`src/rtl/score_tracker.sv`:
```
// Player-answer scoring stage: debounces the enter key, queries number_mem for each
// guess and keeps correct/incorrect counts plus a sequentially divided percent score.
module score_tracker #(
  parameter int DEBOUNCE = 16
) (
  input  logic       clock,
  input  logic       reset,
  input  logic       enter_n,
  input  logic [9:0] sw,
  input  logic       round_clear,
  input  logic       check_ack,
  input  logic       exist,
  output logic       check_req,
  output logic [9:0] guess,
  output logic [6:0] correct_cnt,
  output logic [6:0] incorrect_cnt,
  output logic [6:0] percent,
  output logic       busy,
  output logic       score_valid
);

  typedef enum logic [2:0] {IDLE, REQ, WAIT, UPDATE, DIV, DONE} state_t;

  localparam logic [15:0] DB_FIRE = 16'(DEBOUNCE - 1);
  localparam logic [15:0] DB_HOLD = 16'(DEBOUNCE);

  state_t      state, state_nxt;
  logic        sync_p0, key_s;
  logic [15:0] db_cnt;
  logic        press;
  logic        hit;
  logic [13:0] dvd;
  logic [7:0]  dvs;
  logic [7:0]  rem;
  logic [3:0]  step;
  logic [6:0]  corr_nxt, inc_nxt;

  function automatic logic [6:0] sat_inc(input logic [6:0] v);
    return (v >= 7'd99) ? 7'd99 : v + 7'd1;
  endfunction

  // One restoring-division step: returns {remainder, dividend/quotient shift register}.
  function automatic logic [21:0] div_step(input logic [7:0] r, input logic [13:0] q,
                                           input logic [7:0] d);
    logic [8:0] trial;
    trial = {r, q[13]};
    if (trial >= {1'b0, d})
      return {8'(trial - {1'b0, d}), q[12:0], 1'b1};
    return {trial[7:0], q[12:0], 1'b0};
  endfunction

  // The counter parks at DEBOUNCE so a held key fires exactly once.
  assign press     = ~key_s && (db_cnt == DB_FIRE);
  assign check_req = (state == REQ);
  assign busy      = (state != IDLE);

  always_comb begin
    state_nxt = state;
    case (state)
      IDLE:    if (press) state_nxt = REQ;
      REQ:     state_nxt = WAIT;
      WAIT:    if (check_ack) state_nxt = UPDATE;
      UPDATE:  state_nxt = DIV;
      DIV:     if (step == 4'd13) state_nxt = DONE;
      DONE:    state_nxt = IDLE;
      default: state_nxt = IDLE;
    endcase
    if (round_clear) state_nxt = IDLE;
  end

  always_comb begin
    corr_nxt = hit ? sat_inc(correct_cnt) : correct_cnt;
    inc_nxt  = hit ? incorrect_cnt : sat_inc(incorrect_cnt);
  end

  always_ff @(posedge clock) begin
    if (reset) state <= IDLE;
    else       state <= state_nxt;
  end

  // Input synchroniser and debounce
  always_ff @(posedge clock) begin
    if (reset) begin
      sync_p0 <= 1'b1;
      key_s   <= 1'b1;
      db_cnt  <= '0;
    end else begin
      sync_p0 <= enter_n;
      key_s   <= sync_p0;
      if (key_s)                 db_cnt <= '0;
      else if (db_cnt != DB_HOLD) db_cnt <= db_cnt + 16'd1;
    end
  end

  // Score datapath
  always_ff @(posedge clock) begin
    if (reset) begin
      guess         <= '0;
      hit           <= 1'b0;
      correct_cnt   <= '0;
      incorrect_cnt <= '0;
      percent       <= '0;
      dvd           <= '0;
      dvs           <= '0;
      rem           <= '0;
      step          <= '0;
      score_valid   <= 1'b0;
    end else begin
      score_valid <= 1'b0;
      if (round_clear) begin
        correct_cnt   <= '0;
        incorrect_cnt <= '0;
        percent       <= '0;
      end else begin
        case (state)
          IDLE: if (press) guess <= sw;
          WAIT: if (check_ack) hit <= exist;
          UPDATE: begin
            correct_cnt   <= corr_nxt;
            incorrect_cnt <= inc_nxt;
            dvd           <= 14'(corr_nxt) * 14'd100;
            dvs           <= {1'b0, corr_nxt} + {1'b0, inc_nxt};
            rem           <= '0;
            step          <= '0;
          end
          DIV: begin
            {rem, dvd} <= div_step(rem, dvd, dvs);
            step       <= step + 4'd1;
          end
          DONE: begin
            percent     <= dvd[6:0];
            score_valid <= 1'b1;
          end
          default: ;
        endcase
      end
    end
  end

endmodule
```
`config.mk`:
```
export PLATFORM = sky130hd
export DESIGN_NAME = score_tracker
export DESIGN_NICKNAME = d
export VERILOG_FILES = /design/src/rtl/score_tracker.sv
export SDC_FILE = /design/constraint.sdc
export NUM_CORES = 1
export LEC_CHECK = 0
export CAP_MARGIN = 20
export CORE_AREA = 2 2 118 120
export DETAILED_ROUTE_END_ITERATION = 8
export DIE_AREA = 0 0 120 122
export SETUP_SLACK_MARGIN = 0.4
export SYNTH_ARGS = -nofsm -noshare
export SYNTH_HDL_FRONTEND = slang
export SYNTH_SLANG_ARGS = --single-unit
```
`constraint.sdc`:
```
create_clock -name clock -period 4.62 [get_ports clock]
set_clock_uncertainty 0.15 [all_clocks]
set_input_delay 0.462 -clock clock [delete_from_list [all_inputs] [get_ports clock]]
set_output_delay 0.462 -clock clock [all_outputs]
set_load 0.1 [all_outputs]
```
==> out/metrics.csv, run 1 <==
metric;value;unit
initial drt markers;258;
Slew Limit Headroom;31.7;%
Buf/Inv on CP;2;
synth top area cells;dfxtp_1 (35%), ha_1 (12%), nor2_1 (6.2%), mux2i_1 (4.9%), a21oi_1 (3.2%);
clock period minus final worst setup slack;4140;ps
gpl congestion;0.890;
maxcap violations;0;
CP required;4750;ps
via count;4431;
sequential element share of the synthesized area;34.7;%
Chip Width;120;um
Longest Clk Path Bufs;2;
Arr. time, crit path;4260;ps
Worst-Margin Slew;1020;ps
count of final hold-check violations;0;
Inserted Clock Buffers;9;
RSZ-0062 raised after global routing;true;
design area;0.00621;mm2
starting density of the core;37.6;%
clock latency on the worst-skew pair;350;ps
Root Buffer;clkbuf_16;
commonest non-fill, non-tap cell in the layout;nor2_1;
leakage power;2.44;nW
Seq cells post-synth;88;
Pwr Density;238;mW/mm2
cells along the critical path;ha_4 -> or4_4 -> o211a_4 -> nor2_4 -> a32o_2 -> buf_4 -> ha_1 -> ha_1 -> ha_4 -> inv_1 -> fa_2 -> nor2b_4 -> o2111ai_1 -> nand4b_1 -> xor2_1 -> nand2_1 -> a211oi_2;
status;complete, no violations;
P&R area growth vs syn;22.5;%
CTS tree;built;
share of total power in the clock network;46.5;%
period utilization;89.5;%
Critical Setup Path Class;reg -> reg;
vias in the first global route;4274;
antenna violations before repair;0;
core area;0.0135;mm2
grt total ovfl;0;
I/O Buffers;49;
mapped cell area;0.00507;mm2
sw frac;22.0;%
clk sink count;88;
layout cells sized above 1;11.2;%
number of flops mapped to enable cells by yosys;0;
GRT Util Overall;17.1;%
peak supply drop;158;uV
critical path endpoint category;register;
io pins;50;
DRT antenna net count;0;
Die Ht;122;um
final net count;716;
setup tns final;0;ps
Syn Nets;666;
routed wl met2;5.97;mm
ys async rst share;0;%
Metal-1 WL;5.64;mm
Reg clk slew, reported paths;70;ps
Internal;1.15;mW
critical path peak fanout;5;
drt wl/cell;14.7;um
Via density;5.31;
final setup fails;0;
Pre-antenna DRT Iters;4;
Post-DP Area;0.00574;mm2
Top Layer Used;met4;
Max Freq;242;MHz
P_sw;0.325;mW
drt drc;0;
first-pass GRT wire length;20.2;mm
Synth area leader;dfxtp_1;
Std-Cell Rows;43;
CP delay by family, top;adder cells;
Post-DP HPWL;8.77;mm
average size of a mapped cell;8.47;um2
Die ar.;0.0146;mm2
H-tree level count;3;
wirelength, routed;12.3;mm
Warnings, synthesis;0;
CP max stage delay;430;ps
top cell type's share of synthesized area;34.7;%
sequential power share;51.3;%
Cells after Synth;599;
met3 routed WL;353;um
most frequent cells in the layout;nor2_1 (82), dfxtp_1 (81), clkdlybuf4s50_1 (49);
Pins Over Slew Limit;0;
top_reg_cell synth;dfxtp_1;
Comb pwr share;2.2;%
Hold Crit Class;reg -> reg;
Startpoint Class;register;
distinct cell type count after synthesis;62;
largest net degree at the start of global routing;25;
Antenna diodes;0;
Slowest-stage cell, CP;or4_4;
-- kinds of logic after synthesis --
logic type               count (synthesis)  synth area share, %
flip-flops                              88                 34.7
multiplexers                            28                 5.60
XOR/XNOR                                29                 5.01
AND/OR/NAND/NOR                        222                 21.4
adder cells (fa/ha/maj)                 51                 13.2
buffers and inverters                   59                 4.61
AO/OA/AOI/OAI                          122                 15.4
-- synth_stat cells (all sizes together), types with 6 or more instances --
library cell  instances
o21ai                32
mux2i                25
a211oi               13
inv                  32
nand2                41
xor2                 15
a21oi                33
dfxtp                88
nor3                 22
nand4                 6
buf                   6
o21a                  6
ha                   47
or2                   7
and3                  8
nand3                14
clkbuf               21
xnor2                14
nor2b                 8
nor2                 84
-- power groups by stage --
stage | sequential, mW | combinational, mW | clock, mW
after floorplan | 0.776 | 0.0134 | 0
after global placement | 0.776 | 0.0323 | 0
after detailed placement | 0.776 | 0.0327 | 0
after CTS | 0.759 | 0.0328 | 0.707
after global routing | 0.758 | 0.0352 | 0.738
final | 0.759 | 0.0325 | 0.688
-- cell type report --
| cell class | count | area [um2] |
|---|---|---|
| Inverter | 32 | 120 |
| Fill cell | 1327 | 7290 |
| Tap cell | 180 | 225 |
| Clock inverter | 4 | 27.5 |
| Clock buffer | 12 | 246 |
| Timing Repair Buffer | 66 | 618 |
| Multi-Input combinational cell | 452 | 3200 |
| Sequential cell | 88 | 1780 |
-- registers in the layout, summed over array words and instances (netlist names) --
signal,cells
dvd,14
hit,1
sync_p0,1
guess,10
db_cnt,16
step,4
rem,8
key_s,1
percent,7
dvs,8
score_valid,1
correct_cnt,7
incorrect_cnt,7
state,3
-- final timing paths --
check	start	to	slack [ps]	depth (start not counted)
max	correct_cnt[1]$_SDFFE_PP0N_	dvd[12]$_SDFFE_PP0P_	480	17
min	sync_p0$_SDFF_PP1_	key_s$_SDFF_PP1_	260	1
max reg2reg	correct_cnt[1]$_SDFFE_PP0N_	dvd[12]$_SDFFE_PP0P_	480	17
min reg2reg	sync_p0$_SDFF_PP1_	key_s$_SDFF_PP1_	260	1
-- repair_timing --
item,4_1_cts,5_1_grt
hold buffers,0,0
pin swaps,7,8
setup endpoints to repair,4,4
setup buffers,5,6
cloned,0,0
endpoints found under the hold margin,0,0
resized for setup,10,11
-- routing by layer --
metal	vias to the layer above	global-route usage [%]
li1	2221	-
met1	2107	21.2
met2	80	29.4
met3	23	2.62
met4	0	7.65
met5	-	0
-- stage by stage --
step	hold slack (ps)	worst slack (ps)	instances	util [%]	power, mW
after global routing	289	312	834	46.0	1.53
after detailed placement	247	205	807	42.5	0.809
after floorplan	239	411	599	-	0.789
final	258	484	834	46.0	1.48
after CTS	262	422	828	45.1	1.50
after global placement	242	351	807	42.5	0.808
No activity file was read; power rests on OpenSTA's default activity.
==> run 2, diff against run 1 <==
--- a/config.mk
+++ b/config.mk
@@ -7,9 +7,11 @@
 export LEC_CHECK = 0
 export CAP_MARGIN = 20
 export CORE_AREA = 2 2 118 120
+export CTS_CLUSTER_SIZE = 10
 export DETAILED_ROUTE_END_ITERATION = 8
 export DIE_AREA = 0 0 120 122
 export SETUP_SLACK_MARGIN = 0.4
+export SKIP_LAST_GASP = 1
 export SYNTH_ARGS = -nofsm -noshare
 export SYNTH_HDL_FRONTEND = slang
 export SYNTH_SLANG_ARGS = --single-unit
==> results of run 2 <==
No change in the layout: final DEF, timing and power equal those of run 1.
==> run 3, diff against run 2 <==
--- a/config.mk
+++ b/config.mk
@@ -6,10 +6,11 @@
 export NUM_CORES = 1
 export LEC_CHECK = 0
 export CAP_MARGIN = 20
-export CORE_AREA = 2 2 118 120
+export CORE_AREA = 2 2 97 145
+export CTS_BUF_LIST = sky130_fd_sc_hd__clkbuf_16
 export CTS_CLUSTER_SIZE = 10
 export DETAILED_ROUTE_END_ITERATION = 8
-export DIE_AREA = 0 0 120 122
+export DIE_AREA = 0 0 99 147
 export SETUP_SLACK_MARGIN = 0.4
 export SKIP_LAST_GASP = 1
 export SYNTH_ARGS = -nofsm -noshare
==> run 3 against run 2 <==
Against the previous run:
- critical path depth is 1 higher
- clock power is 15% higher
- final area is 0.10% lower
- worst setup slack better by 37 ps
- power is 6.8% higher
- non-clock buffer count is 3 lower
- first-iteration DRC count is 55% lower
- critical path type unchanged
==> out/metrics.csv, run 3 (same netlist as run 1, synthesis figures left out) <==
metric;value;unit;change
clk sink count;88;;unchanged
Die Ht;147;um;+20%
Max Freq;244;MHz;+0.89%
final setup fails;0;;unchanged
final net count;713;;-0.42%
Pre-antenna DRT Iters;4;;unchanged
vias in the first global route;4192;;-1.9%
peak supply drop;211;uV;+34%
drt drc;0;;unchanged
Std-Cell Rows;52;;+21%
start point of the worst hold path;sync_p0$_SDFF_PP1_;;
Startpoint Class;register;;
Pins Over Slew Limit;0;;unchanged
P_sw;0.348;mW;+7.1%
worst r2r path cells;18;;+1
worst reg2reg path startpoint;correct_cnt[0]$_SDFFE_PP0N_;;
io pins;50;;unchanged
Hold Crit Class;reg -> reg;;
sequential power share;48.0;%;-3.3 points
R2R setup slack;520;ps;+40 ps
starting density of the core;38.0;%;+0.47 points
count of final hold-check violations;0;;unchanged
largest net degree at the start of global routing;33;;+32%
gpl congestion;0.840;;-5.6%
fin util;46.5;%;+0.53 points
drt wl/cell;14.9;um;+1.3%
Regs by FF count;db_cnt: 16 flops, dvd: 14 flops, guess: 10 flops;;
period utilization;88.7;%;-0.79 points
GRT Util Overall;16.7;%;-0.45 points
Die ar.;0.0146;mm2;-0.59%
CTS tree;built;;
first-pass GRT wire length;20.0;mm;-0.75%
FF-to-FF End;dvd[10]$_SDFFE_PP0P_;;
most frequent cells in the layout;nor2_1 (81), dfxtp_1 (81), clkdlybuf4s50_1 (49);;
Comb pwr share;2.0;%;-0.2 points
setup tns final;0;ps;unchanged
P&R area growth vs syn;22.4;%;
via count;4331;;-2.3%
clock period minus final worst setup slack;4100;ps;-36.6 ps
clock latency on the worst-skew pair;340;ps;about the same
Root Buffer;clkbuf_16;;
Via density;5.33;;+0.27%
Slew Limit Headroom;32.8;%;+1.1 points
Antenna diodes;0;;unchanged
grt total ovfl;0;;unchanged
sw frac;22.1;%;+0.059 points
leakage power;2.46;nW;+0.74%
Largest register FFs;16;;unchanged
I/O Buffers;49;;unchanged
RSZ-0062 raised after global routing;true;;
critical path endpoint category;register;;
Reg area;0.00178;mm2;unchanged
Chip Width;99;um;-18%
Reg clk slew, reported paths;70;ps;about the same
antenna violations before repair;0;;unchanged
H-tree level count;3;;unchanged
status;complete, no violations;;
critical path peak fanout;6;;+1
Longest Clk Path Bufs;2;;unchanged
worst hold stages;1;;unchanged
Critical Setup Path Class;reg -> reg;;
Multi-input gate area;0.00319;mm2;-0.39%
maxcap violations;0;;unchanged
core area;0.0133;mm2;-1.2%
Post-DP HPWL;8.91;mm;+1.6%
crit path capture;dvd[10]$_SDFFE_PP0P_;;
Inserted Clock Buffers;9;;unchanged
Arr. time, crit path;4210;ps;-50 ps
hold slack final;280;ps;+22.0 ps
wirelength, routed;12.1;mm;-1.3%
fill count;1235;;-6.9%
Internal;1.23;mW;+6.7%
# hold bufs at CTS;0;;unchanged
total chip power;1.58;mW;+6.8%
worst setup path start;correct_cnt[0]$_SDFFE_PP0N_;;
share of total power in the clock network;50.0;%;+3.5 points
Pwr Density;254;mW/mm2;+6.9%
initial drt markers;115;;-55%
CP required;4730;ps;-20 ps
register with the most flip-flops;db_cnt;;
layout cells sized above 1;11.7;%;+0.51 points
Worst-Margin Slew;1000;ps;-19.3 ps
DRT antenna net count;0;;unchanged
-- run 3: cell type report --
| cell class | instances | share of cell area, % |
|---|---|---|
| clock buffers | 10 | 4.03 |
| clock inverters | 6 | 1.15 |
| inverters | 32 | 1.94 |
| multi-input cells | 452 | 51.4 |
| flip-flops and latches | 88 | 28.6 |
| well taps | 162 | 3.27 |
| repair buffers | 63 | 9.66 |
-- run 3: critical path, cell delays in order, from the launching register on --
cell and delay, ps:
dfxtp_4 370, ha_4 160, or4_4 420, o211a_4 300, and2_4 180, nor2_4 160, ha_4 220, ha_1 270
inv_1 40, fa_1 490, inv_2 50, ha_4 250, nor2b_4 130, buf_4 120, o21a_1 170, nor2_2 110
xnor2_1 120, nand2_1 70, a211oi_1 240
-- run 3: worst min-delay path by stage --
stage	end	slack, ps
2_1_floorplan	key_s$_SDFF_PP1_	240
3_3_place_gp	key_s$_SDFF_PP1_	250
3_5_place_dp	key_s$_SDFF_PP1_	270
4_1_cts	key_s$_SDFF_PP1_	290
5_1_grt	key_s$_SDFF_PP1_	290
6_report	key_s$_SDFF_PP1_	280
-- run 3: metrics by stage --
step | area (um2) | cells | worst slack (ps)
6_report | 6210 | 813 | 520
5_1_grt | 6210 | 813 | 355
4_1_cts | 6100 | 807 | 411
3_5_place_dp | 5720 | 789 | 250
3_3_place_gp | 5720 | 789 | 333
2_1_floorplan | 5090 | 599 | 411
-- run 3: what timing repair did --
action / CTS / global route
pin swaps: 7 / 15
setup buffers: 2 / 6
hold endpoints to repair: 0 / 0
resized for setup: 8 / 17
setup endpoints to repair: 4 / 4
cloned: 0 / 0
-- run 3: power by group through the flow --
stage / sequential, mW / clock, mW / combinational [mW]
floorplan: 0.776 / 0 / 0.0134
global placement: 0.776 / 0 / 0.0319
detailed placement: 0.776 / 0 / 0.0322
CTS: 0.758 / 0.806 / 0.0324
global route: 0.758 / 0.843 / 0.0346
finish: 0.758 / 0.789 / 0.0320
-- run 3: per-layer routing --
metal | vias to the layer above | GRT usage (%) | share of wire (%)
li1 | 2208 | - | -
met4 | 0 | 5.75 | 1.8
met1 | 2059 | 19.6 | 43
met5 | - | 0 | 0
met3 | 12 | 2.43 | 1.8
met2 | 52 | 30.4 | 54
